--- src/rtl/rgb_pkg.sv ---
// rgb_pkg: shared one-hot/index encodings and monitor FSM states for the RGB light path.
package rgb_pkg;
  localparam logic [2:0] RED_OH = 3'b100;
  localparam logic [2:0] GREEN_OH = 3'b010;
  localparam logic [2:0] BLUE_OH = 3'b001;
  localparam logic [1:0] RED_IX = 2'd0;
  localparam logic [1:0] GREEN_IX = 2'd1;
  localparam logic [1:0] BLUE_IX = 2'd2;
  typedef enum logic [1:0] {HUNT, SYNC, LOCKED} state_t;
  function automatic logic [1:0] next_ix(input logic [1:0] ix);
    return (ix == BLUE_IX) ? RED_IX : ix + 2'd1;
  endfunction
endpackage

--- src/rtl/rgb_onehot_decode.sv ---
// rgb_onehot_decode: combinational one-hot light code to colour index with legality flag.
module rgb_onehot_decode
  import rgb_pkg::*;
(
  input  logic [2:0] light,
  output logic [1:0] idx,
  output logic       legal
);
  always_comb begin
    legal = (light == RED_OH) || (light == GREEN_OH) || (light == BLUE_OH);
    idx = (light == GREEN_OH) ? GREEN_IX : (light == BLUE_OH) ? BLUE_IX : RED_IX;
  end
endmodule

--- src/rtl/rgb_light_monitor.sv ---
// rgb_light_monitor: locks onto RED->GREEN->BLUE rotation, counts rotations, flags errors.
// Define RGB_ERR_COUNT_EN to add a saturating err_count output.
module rgb_light_monitor
  import rgb_pkg::*;
#(
  parameter int LOCK_COUNT = 3,
  parameter int CNT_W = 8
) (
  input  logic             clk,
  input  logic             rst,
  input  logic             sample_en,
  input  logic [2:0]       light,
  output logic [1:0]       color,
  output logic             color_valid,
  output logic             locked,
  output logic             seq_err,
  output logic             code_err,
  output logic [CNT_W-1:0] rot_count
`ifdef RGB_ERR_COUNT_EN
  ,
  output logic [CNT_W-1:0] err_count
`endif
);
  localparam int MW = $clog2(LOCK_COUNT + 1);
  state_t state, state_n;
  logic [MW-1:0] match_cnt, match_n;
  logic [1:0] idx, color_n;
  logic legal, expected, valid_n, seq_n, code_n, rot_inc;
  rgb_onehot_decode u_dec (
    .light(light),
    .idx(idx),
    .legal(legal)
  );
  assign expected = legal && (idx == next_ix(color));
  assign locked = (state == LOCKED);
  always_comb begin
    state_n = state;
    match_n = match_cnt;
    color_n = sample_en && legal ? idx : color;
    valid_n = sample_en ? legal : color_valid;
    seq_n = 1'b0;
    code_n = sample_en && !legal;
    rot_inc = 1'b0;
    if (sample_en && !legal) state_n = HUNT;
    else if (sample_en) begin
      case (state)
        HUNT: begin
          state_n = SYNC;
          match_n = '0;
        end
        SYNC: begin
          match_n = expected ? match_cnt + 1'b1 : '0;
          state_n = expected && (match_n == MW'(LOCK_COUNT)) ? LOCKED : SYNC;
        end
        LOCKED: begin
          // Entering LOCKED happens in SYNC, so a 2->0 there never bumps rot_count.
          rot_inc = expected && (color == BLUE_IX);
          seq_n = !expected;
          state_n = expected ? LOCKED : SYNC;
          match_n = expected ? match_cnt : '0;
        end
        default: state_n = HUNT;
      endcase
    end
  end
  always_ff @(posedge clk or posedge rst) begin
    if (rst) begin
      state <= HUNT;
      match_cnt <= '0;
      color <= '0;
      color_valid <= 1'b0;
      seq_err <= 1'b0;
      code_err <= 1'b0;
      rot_count <= '0;
    end else begin
      state <= state_n;
      match_cnt <= match_n;
      color <= color_n;
      color_valid <= valid_n;
      seq_err <= seq_n;
      code_err <= code_n;
      rot_count <= rot_count + CNT_W'(rot_inc);
    end
  end
`ifdef RGB_ERR_COUNT_EN
  always_ff @(posedge clk or posedge rst) begin
    if (rst) err_count <= '0;
    else if ((seq_n || code_n) && (err_count != '1)) err_count <= err_count + CNT_W'(1);
  end
`endif
endmodule

--- config.mk ---
export PLATFORM = sky130hd
export DESIGN_NAME = rgb_light_monitor
export DESIGN_NICKNAME = d
export VERILOG_FILES = /design/src/rtl/rgb_pkg.sv /design/src/rtl/rgb_onehot_decode.sv /design/src/rtl/rgb_light_monitor.sv
export SDC_FILE = /design/constraint.sdc
export NUM_CORES = 1
export LEC_CHECK = 0
export CELL_PAD_IN_SITES_DETAIL_PLACEMENT = 0
export CELL_PAD_IN_SITES_GLOBAL_PLACEMENT = 1
export CORE_MARGIN = 4
export CORE_UTILIZATION = 31
export DETAILED_ROUTE_END_ITERATION = 12
export GPL_ROUTABILITY_DRIVEN = 0
export GPL_TIMING_DRIVEN = 0
export PLACE_DENSITY = 0.65
export SLEW_MARGIN = 0
export SYNTH_ARGS = -nofsm -noshare
export SYNTH_HDL_FRONTEND = slang
export SYNTH_HIERARCHICAL = 1
export SYNTH_SLANG_ARGS = --single-unit
--- constraint.sdc ---
create_clock -name clk -period 1.96 [get_ports clk]
set_input_delay 0.392 -clock clk [delete_from_list [all_inputs] [get_ports clk]]
set_output_delay 0.392 -clock clk [all_outputs]
set_load 0.005 [all_outputs]
==> out/results.tsv, run 1 <==
metric	value	unit
mean post-synth cell area	11.2	sq um
via count	641	
Final Util	0.454	
Detail Placement HPWL	1190	um
Total GRT Usage	0.112	
reg-to-reg startpoint	state[1]	
clk root buf	clkbuf_4	
first-pass GRT wire length	2900	um
most common cell in the netlist	dfrtp_1	
wire length on met2	744	um
Yosys reg bits	17	
Critical Path End Type	primary output	
Synth Flop Type	dfrtp_1	
endpoints failing hold	0	
register-to-register setup slack	140	ps
DP Area	0.00103	sq mm
detailed-routing wirelength on met1	806	um
Die ar.	0.00349	sq mm
Final #Nets	107	
synth warn	6	
Worst EP required	1570	ps
worst-path maximum fanout	4	
critical path type	register to primary output	
Die Span X	59.1	um
critical path arrival	1450	ps
Boundary Pins	20	
Distinct cells, synth	28	
EDFF count, synth	0	
drt wl/cell	12.9	um
CTS sink count	17	
Commonest cells post-synth	17 x dfrtp_1, 6 x nand3_1, 5 x o21ai_0	
final setup fails	0	
CTS HTree Levels	1	
Core Box Area	0.00248	sq mm
R2R Path End	rot_count[6]	
P_sw	175	uW
Fin Setup TNS	0	ps
layout cell share with drive strength beyond 1	0.255	
post-synthesis cell area	808	sq um
initial antenna violation count	0	
Power Density	591	mW/mm^2
total grt overflow	0	
end of the worst hold path	state[1]	
Setup Skew	0.745	ps
top-area cell type share of the netlist area	0.526	
Port Buffers	18	
RSZ-0062 raised after global routing	no	
fraction of registers with async set/reset	1.00	
largest net degree at the start of global routing	18	
Pins Over Slew Limit	0	
Met3 Wirelength	74	um
Final min period	1840	ps
Die Y	59.1	um
Slew @ Worst Pin	651	ps
clock share of power	0.283	
CTS max path bufs	2	
Layout area overhead	39.0	%
Slew headroom	0.565	
f_max	544	MHz
final period utilization	0.938	
Post-Syn Nets	80	
leakage	0.483	nW
# hold bufs at CTS	0	
Placement Setup Slack	-712	ps
Int Power	489	uW
hold_sp	sample_en	
total iterations of the first detailed-routing run	2	
Worst Hold Class	input port to register	
DRC	0	
synth top area cells	dfrtp_1 53%, xnor2_1 4.3%, nand3_1 3.7%	
Synth Instances	72	
total power	664	uW
antenna-violating nets left	0	
CTS clock-pin slew for the worst setup and hold paths	100	ps
max cap viols	0	
DR iter-0 viols	4	
vias in the first global route	642	
average via count per standard cell	5.01	
switching share of power	0.263	
worst hold path depth	2	
# diodes	0	
Sequential Power Share	0.574	
row count	18	
crit path launch type	register	
Max VDD drop	0.316	mV
r2r worst-path depth	9	
Setup WS post-layout	121	ps
worst skew pair latency	290	ps
Setup crit start	state[1]	
Comb pwr share	0.143	
cell taking the most area after synthesis	dfrtp_1	
Initial Util	0.326	
post-route cell area	0.00112	sq mm
top layer in use	met4	
Routed Wire Length	1650	um
TritonCTS buffer count	3	
CTS tree	done	
# fillers	247	
register area share after synthesis	0.526	
status	complete, no violations	
-- how the worst max path moves through the flow --
stage | end | cells past startpoint
after floorplan | rot_count[6] | 9
after global placement | rot_count[6] | 10
after detailed placement | rot_count[6] | 10
after CTS | locked | 3
after global routing | rot_count[6] | 9
final | locked | 3
-- logic make-up after synthesis --
| kind of cell | count (synthesis) | synth area share |
|---|---|---|
| buffers and inverters | 4 | 0.0232 |
| AOI/OAI and AO/OA | 12 | 0.107 |
| and+or+nand+nor | 28 | 0.209 |
| adders and majority gates | 2 | 0.0310 |
| xor gates and xnor gates | 7 | 0.0759 |
| DFF | 17 | 0.526 |
| muxes | 2 | 0.0279 |
-- routing by layer --
| metal | vias up | track usage |
|---|---|---|
| li1 | 314 | - |
| met1 | 313 | 0.149 |
| met2 | 12 | 0.161 |
| met3 | 2 | 0.0283 |
| met4 | 0 | 0.0680 |
| met5 | - | 0 |
-- layout by cell type (no fill, tap or decap), types with 2 or more instances in the layout --
cell,synthesis,routed
nor3b_2,0,2
o21a_1,2,2
nand3_1,6,5
xor2_1,3,3
and4_1,2,2
clkdlybuf4s50_1,0,15
xnor2_1,4,4
clkbuf_2,0,2
inv_1,3,3
o21ai_0,5,4
mux2_2,2,2
nand2_1,4,4
buf_4,1,5
and2_1,2,2
clkbuf_4,0,3
o211ai_1,2,2
dfrtp_1,17,16
ha_2,0,2
-- worst max-delay path, stage by stage (launching register included) --
cell             delay [ps]
dfrtp_2                 390
inv_1                    90
nor2_2                  150
clkdlybuf4s50_1         530
-- what timing repair did --
action	CTS	global route
resized for setup	11	10
endpoints found under the hold margin	0	0
setup buffers	1	3
pin swaps	3	2
endpoints found under the setup margin	10	5
-- power groups by stage --
stage	combinational [mW]	clock, mW	sequential (mW)
3_3_place_gp	0.0871	0	0.385
5_1_grt	0.106	0.219	0.383
3_5_place_dp	0.0871	0	0.386
2_1_floorplan	0.0485	0	0.384
4_1_cts	0.0907	0.200	0.380
6_report	0.0947	0.188	0.381
-- sequential cells by signal, summed over array words and instances (netlist names) --
name	cells
seq_err	1
rot_count	8
color	2
match_cnt	2
color_valid	1
code_err	1
state	2
-- cell type report --
class	count	area, sq um	share of cell area
inverter	3	11.3	0.0100
clock buffer	3	22.5	0.0200
clock inverter	1	5.00	0.00445
sequential	17	427	0.380
buffer	1	7.51	0.00668
tap	30	37.5	0.0334
multi-input combinational	51	413	0.367
timing repair buffer	22	200	0.178
-- through the flow --
| step | cells | hold slack [ps] |
|---|---|---|
| after global routing | 128 | 356 |
| after global placement | 120 | 460 |
| after CTS | 125 | 337 |
| final | 128 | 347 |
| after floorplan | 72 | 318 |
| after detailed placement | 120 | 468 |
Note: power is estimated with default switching activity, not from simulation.
==> run 2, diff against run 1 <==
Settings changed: CORE_UTILIZATION 31 to 36, PLACE_DENSITY 0.65 to 0.74.
==> out/results.tsv, run 2 (synthesis gave the netlist of run 1 again) <==
metric	value	unit	change
Power Density	586	mW/mm^2	-0.78%
Die ar.	0.00307	sq mm	-12%
largest net degree at the start of global routing	18		unchanged
leakage	0.486	nW	+0.53%
worst skew pair latency	290	ps	about the same
critical path type	register to primary output		
crit path launch type	register		
DRC	0		unchanged
# diodes	0		unchanged
Initial Util	0.396		+0.0696
max reg flops	8		unchanged
Core Box Area	0.00204	sq mm	-18%
row count	16		-2
CTS clock-pin slew for the worst setup and hold paths	100	ps	about the same
Slew @ Worst Pin	637	ps	-14.4 ps
Boundary Pins	20		unchanged
Worst Hold Class	input port to register		
total iterations of the first detailed-routing run	2		unchanged
CP top delay family	buffers and inverters		
Die Span X	55.4	um	-6.2%
total power	662	uW	-0.34%
Critical Path Max Stage Delay	490	ps	-40 ps
Die Y	55.4	um	-6.2%
# hold bufs at CTS	0		unchanged
drt wl/cell	13.1	um	+1.3%
final period utilization	0.966		+0.0275
via count	629		-1.9%
initial antenna violation count	0		unchanged
CTS HTree Levels	1		unchanged
Final min period	1890	ps	+54.0 ps
clk root buf	clkbuf_4		
layout cell share with drive strength beyond 1	0.242		-0.0127
Worst EP required	1570	ps	about the same
status	complete, no violations		
critical path's slowest cell	clkdlybuf4s50_1		
first-pass GRT wire length	2890	um	-0.45%
Max VDD drop	0.359	mV	+14%
worst-path maximum fanout	5		+1
DR iter-0 viols	3		-1
vias in the first global route	673		+4.8%
Final #Nets	108		+0.93%
average via count per standard cell	4.99		-0.31%
Pins Over Slew Limit	0		unchanged
commonest cells after routing, fill and taps aside	17 x dfrtp_1, 15 x clkdlybuf4s50_1, 6 x buf_4		
Total GRT Usage	0.119		+0.00714
CTS sink count	17		unchanged
total grt overflow	0		unchanged
max cap viols	0		unchanged
commonest non-fill, non-tap cell in the layout	dfrtp_1		
f_max	528	MHz	-2.9%
TritonCTS buffer count	3		unchanged
CP Cell Sequence	nor2_4 -> buf_4 -> clkdlybuf4s50_1		
critical path arrival	1500	ps	+50 ps
final setup fails	0		unchanged
Slew headroom	0.575		+0.00958
Layout area overhead	39.6	%	
Routed Wire Length	1650	um	-0.24%
cell count after placement	117		-2.5%
CTS max path bufs	2		unchanged
Port Buffers	18		unchanged
Critical Path End Type	primary output		
buffer and inverter count on the worst path	2		unchanged
CTS tree	done		
non-filler instance count after layout	126		-1.6%
Setup Skew	9.40	ps	+8.66 ps
endpoints failing hold	0		unchanged
Top reg by flops	rot_count		
antenna-violating nets left	0		unchanged
==> run 2: timing repair <==
action / CTS / global route
gates resized for setup: 7 / 15
pin swaps: 3 / 4
setup endpoints to repair: 11 / 3
gates cloned: 0 / 0
buffers inserted: 3 / 2
==> run 2: path summary, 6_finish.rpt <==
path                              startpoint      endpoint  slack (ps)  depth (start not counted)
worst max-delay path                state[0]        locked          70                          3
worst min-delay path               sample_en      state[0]         350                          2
worst max register to register      state[0]  rot_count[7]          90                          8
worst min register to register  rot_count[7]  rot_count[7]         480                          1
max in group asynchronous                rst  rot_count[3]        1060                          2
min in group asynchronous                rst      state[0]         480                          2
==> run 2: metrics by stage <==
stage	hold slack (ps)	utilization	setup TNS (ps)	setup slack (ps)	area, sq um
after floorplan	318	-	0	42.4	808
after global placement	461	0.501	-4750	-681	1020
after detailed placement	478	0.501	-5160	-714	1020
after CTS	323	0.532	0	17.4	1090
after global routing	343	0.553	-24.0	-24.0	1130
final	347	0.553	0	66.9	1130
==> run 2: final cells by class <==
class	count	area [sq um]
Sequential cell	17	425
Tap cell	27	33.8
Clock buffer	4	26.3
Fill cell	206	913
Timing Repair Buffer	23	203
Buffer	1	7.51
Inverter	3	11.3
Multi-Input combinational cell	51	422
==> run 2: worst reg2reg max path, cell delays in order (launching register included) <==
cell and delay [ps]:
dfrtp_1 470, nor2_4 140, nand3_2 110, nor4_4 220
ha_2 240, buf_4 110, and4_1 210, nand4_1 110
xnor2_1 140
==> run 2: routing by layer <==
layer / vias to the layer above / part of all wire / global-route usage
met5: - / 0 / 0
met4: 0 / 0.0079 / 0.0694
met3: 2 / 0.026 / 0.0280
met2: 7 / 0.51 / 0.189
met1: 307 / 0.45 / 0.146
li1: 313 / - / -
==> run 2: power breakdown <==
part	internal, mW	leakage [nW]	switching (mW)
registers	0.365	0.231	0.0160
logic	0.0475	0.240	0.0471
clock network	0.0790	0.0150	0.107
==> run 3, diff against run 2 <==
Settings changed: GPL_TIMING_DRIVEN 0 to default.
==> out/results.tsv, run 3 (synthesis gave the netlist of run 1 again) <==
metric	value	unit	change
R2R Path End	rot_count[6]		
total grt overflow	0		unchanged
largest net degree at the start of global routing	18		unchanged
status	complete, no violations		
Power Density	557	mW/mm^2	-5.0%
worst-path maximum fanout	2		-3
DRC	0		unchanged
TritonCTS buffer count	3		unchanged
Max VDD drop	0.455	mV	+27%
r2r worst-path depth	9		+1
Setup WS post-layout	95.6	ps	+28.7 ps
crit path launch type	register		
via count	668		+6.2%
P_sw	164	uW	-3.4%
Layout area overhead	48.3	%	
Int Power	503	uW	+2.3%
endpoints failing hold	0		unchanged
commonest cells after routing, fill and taps aside	17 x dfrtp_1, 16 x clkdlybuf4s50_1, 15 x buf_4		
f_max	536	MHz	+1.5%
CP top delay family	buffers and inverters		
final period utilization	0.951		-0.0146
switching share of power	0.246		-0.0108
drt wl/cell	12.2	um	-6.8%
Detail Placement HPWL	1290	um	
Die Y	55.4	um	unchanged
worst skew pair latency	280	ps	about the same
initial antenna violation count	0		unchanged
Total GRT Usage	0.120		+0.00117
Comb pwr share	0.165		+0.022
Setup Skew	5.75	ps	-3.65 ps
clock share of power	0.269		-0.012
Core Box Area	0.00204	sq mm	unchanged
max cap viols	0		unchanged
Slew @ Worst Pin	390	ps	-247 ps
cell count after placement	132		+13%
CTS sink count	17		unchanged
Boundary Pins	20		unchanged
Port Buffers	19		+1
Critical Path Max Stage Delay	490	ps	about the same
Critical Path End Type	primary output		
buffer and inverter count on the worst path	3		+1
Routed Wire Length	1660	um	+0.55%
final setup fails	0		unchanged
reg-to-reg startpoint	state[1]		
Slew headroom	0.740		+0.165
critical path type	register to primary output		
Top reg by flops	rot_count		
vias in the first global route	671		-0.30%
RSZ-0062 raised after global routing	no		
Sequential Power Share	0.566		-0.010
average via count per standard cell	4.91		-1.6%
row count	16		unchanged
antenna-violating nets left	0		unchanged
Final min period	1860	ps	-28.7 ps
critical path's slowest cell	clkdlybuf4s50_1		
CTS HTree Levels	1		unchanged
register-to-register setup slack	160	ps	+70 ps
Die Span X	55.4	um	unchanged
Min Hold Slack	411	ps	+64.2 ps
Initial Util	0.396		unchanged
CTS tree	done		
CTS clock-pin slew for the worst setup and hold paths	90	ps	about the same
Pins Over Slew Limit	0		unchanged
leakage	0.533	nW	+9.7%
DR iter-0 viols	5		+2
Worst Hold Class	input port to async pin		
Die ar.	0.00307	sq mm	unchanged
# hold bufs at CTS	0		unchanged
Placement Setup Slack	-549	ps	+165 ps
first-pass GRT wire length	2990	um	+3.3%
CP Cell Sequence	inv_1 -> nor2_1 -> buf_4 -> clkdlybuf4s50_1		
Final #Nets	118		+9.3%
layout cell share with drive strength beyond 1	0.284		+0.0420
total iterations of the first detailed-routing run	2		unchanged
max reg flops	8		unchanged
# diodes	0		unchanged
CTS max path bufs	2		unchanged
commonest non-fill, non-tap cell in the layout	dfrtp_1		
critical path arrival	1470	ps	-30 ps
clk root buf	clkbuf_4		
Worst EP required	1570	ps	about the same
non-filler instance count after layout	136		+7.9%
==> run 3: worst max-delay path by stage <==
| stage | start | endpoint | slack (ps) | cells past startpoint |
|---|---|---|---|---|
| final | state[1] | locked | 100 | 4 |
| after global routing | state[1] | locked | 7 | 4 |
| after CTS | light[1] | rot_count[6] | 2 | 10 |
| after detailed placement | light[0] | rot_count[6] | -550 | 10 |
| after global placement | light[0] | rot_count[6] | -480 | 10 |
| after floorplan | light[0] | rot_count[6] | 40 | 9 |
==> run 3: repair_timing <==
| action | in CTS | in global routing |
|---|---|---|
| setup buffers | 0 | 0 |
| gates resized for setup | 6 | 13 |
| pin swaps | 2 | 4 |
| endpoints found under the setup margin | 9 | 3 |
==> run 3: through the flow <==
step / instance area, sq um / total power, mW / utilization / setup TNS (ps)
3_3_place_gp: 1140 / 0.492 / 0.557 / -4260
6_report: 1200 / 0.667 / 0.587 / 0
2_1_floorplan: 808 / 0.432 / - / 0
5_1_grt: 1200 / 0.710 / 0.587 / 0
4_1_cts: 1170 / 0.675 / 0.575 / 0
3_5_place_dp: 1140 / 0.493 / 0.557 / -4650
==> run 3: cell type report <==
| cell class | instances | area (sq um) |
|---|---|---|
| Fill cell | 187 | 843 |
| Sequential cell | 17 | 425 |
| Multi-Input combinational cell | 51 | 414 |
| Timing Repair Buffer | 34 | 288 |
| Tap cell | 27 | 33.8 |
| Clock buffer | 4 | 26.3 |
| Inverter | 3 | 11.3 |
==> run 3: power groups by stage <==
| stage | clock network [mW] | registers (mW) | logic (mW) |
|---|---|---|---|
| floorplan | 0 | 0.384 | 0.0485 |
| global placement | 0 | 0.383 | 0.109 |
| detailed placement | 0 | 0.383 | 0.110 |
| CTS | 0.189 | 0.377 | 0.109 |
| global route | 0.208 | 0.380 | 0.123 |
| finish | 0.180 | 0.378 | 0.110 |
==> run 3: routing by layer <==
| metal | GRT usage | share of wire |
|---|---|---|
| met1 | 0.146 | 0.46 |
| met2 | 0.204 | 0.51 |
| met3 | 0.0373 | 0.028 |
| met4 | 0.0313 | 0.0078 |
| met5 | 0 | 0 |
==> run 3: tightest hold or removal path, delay by kind of cell <==
| family | cells | cell delay (ps) |
|---|---|---|
| buffers and inverters | 3 | 680 |
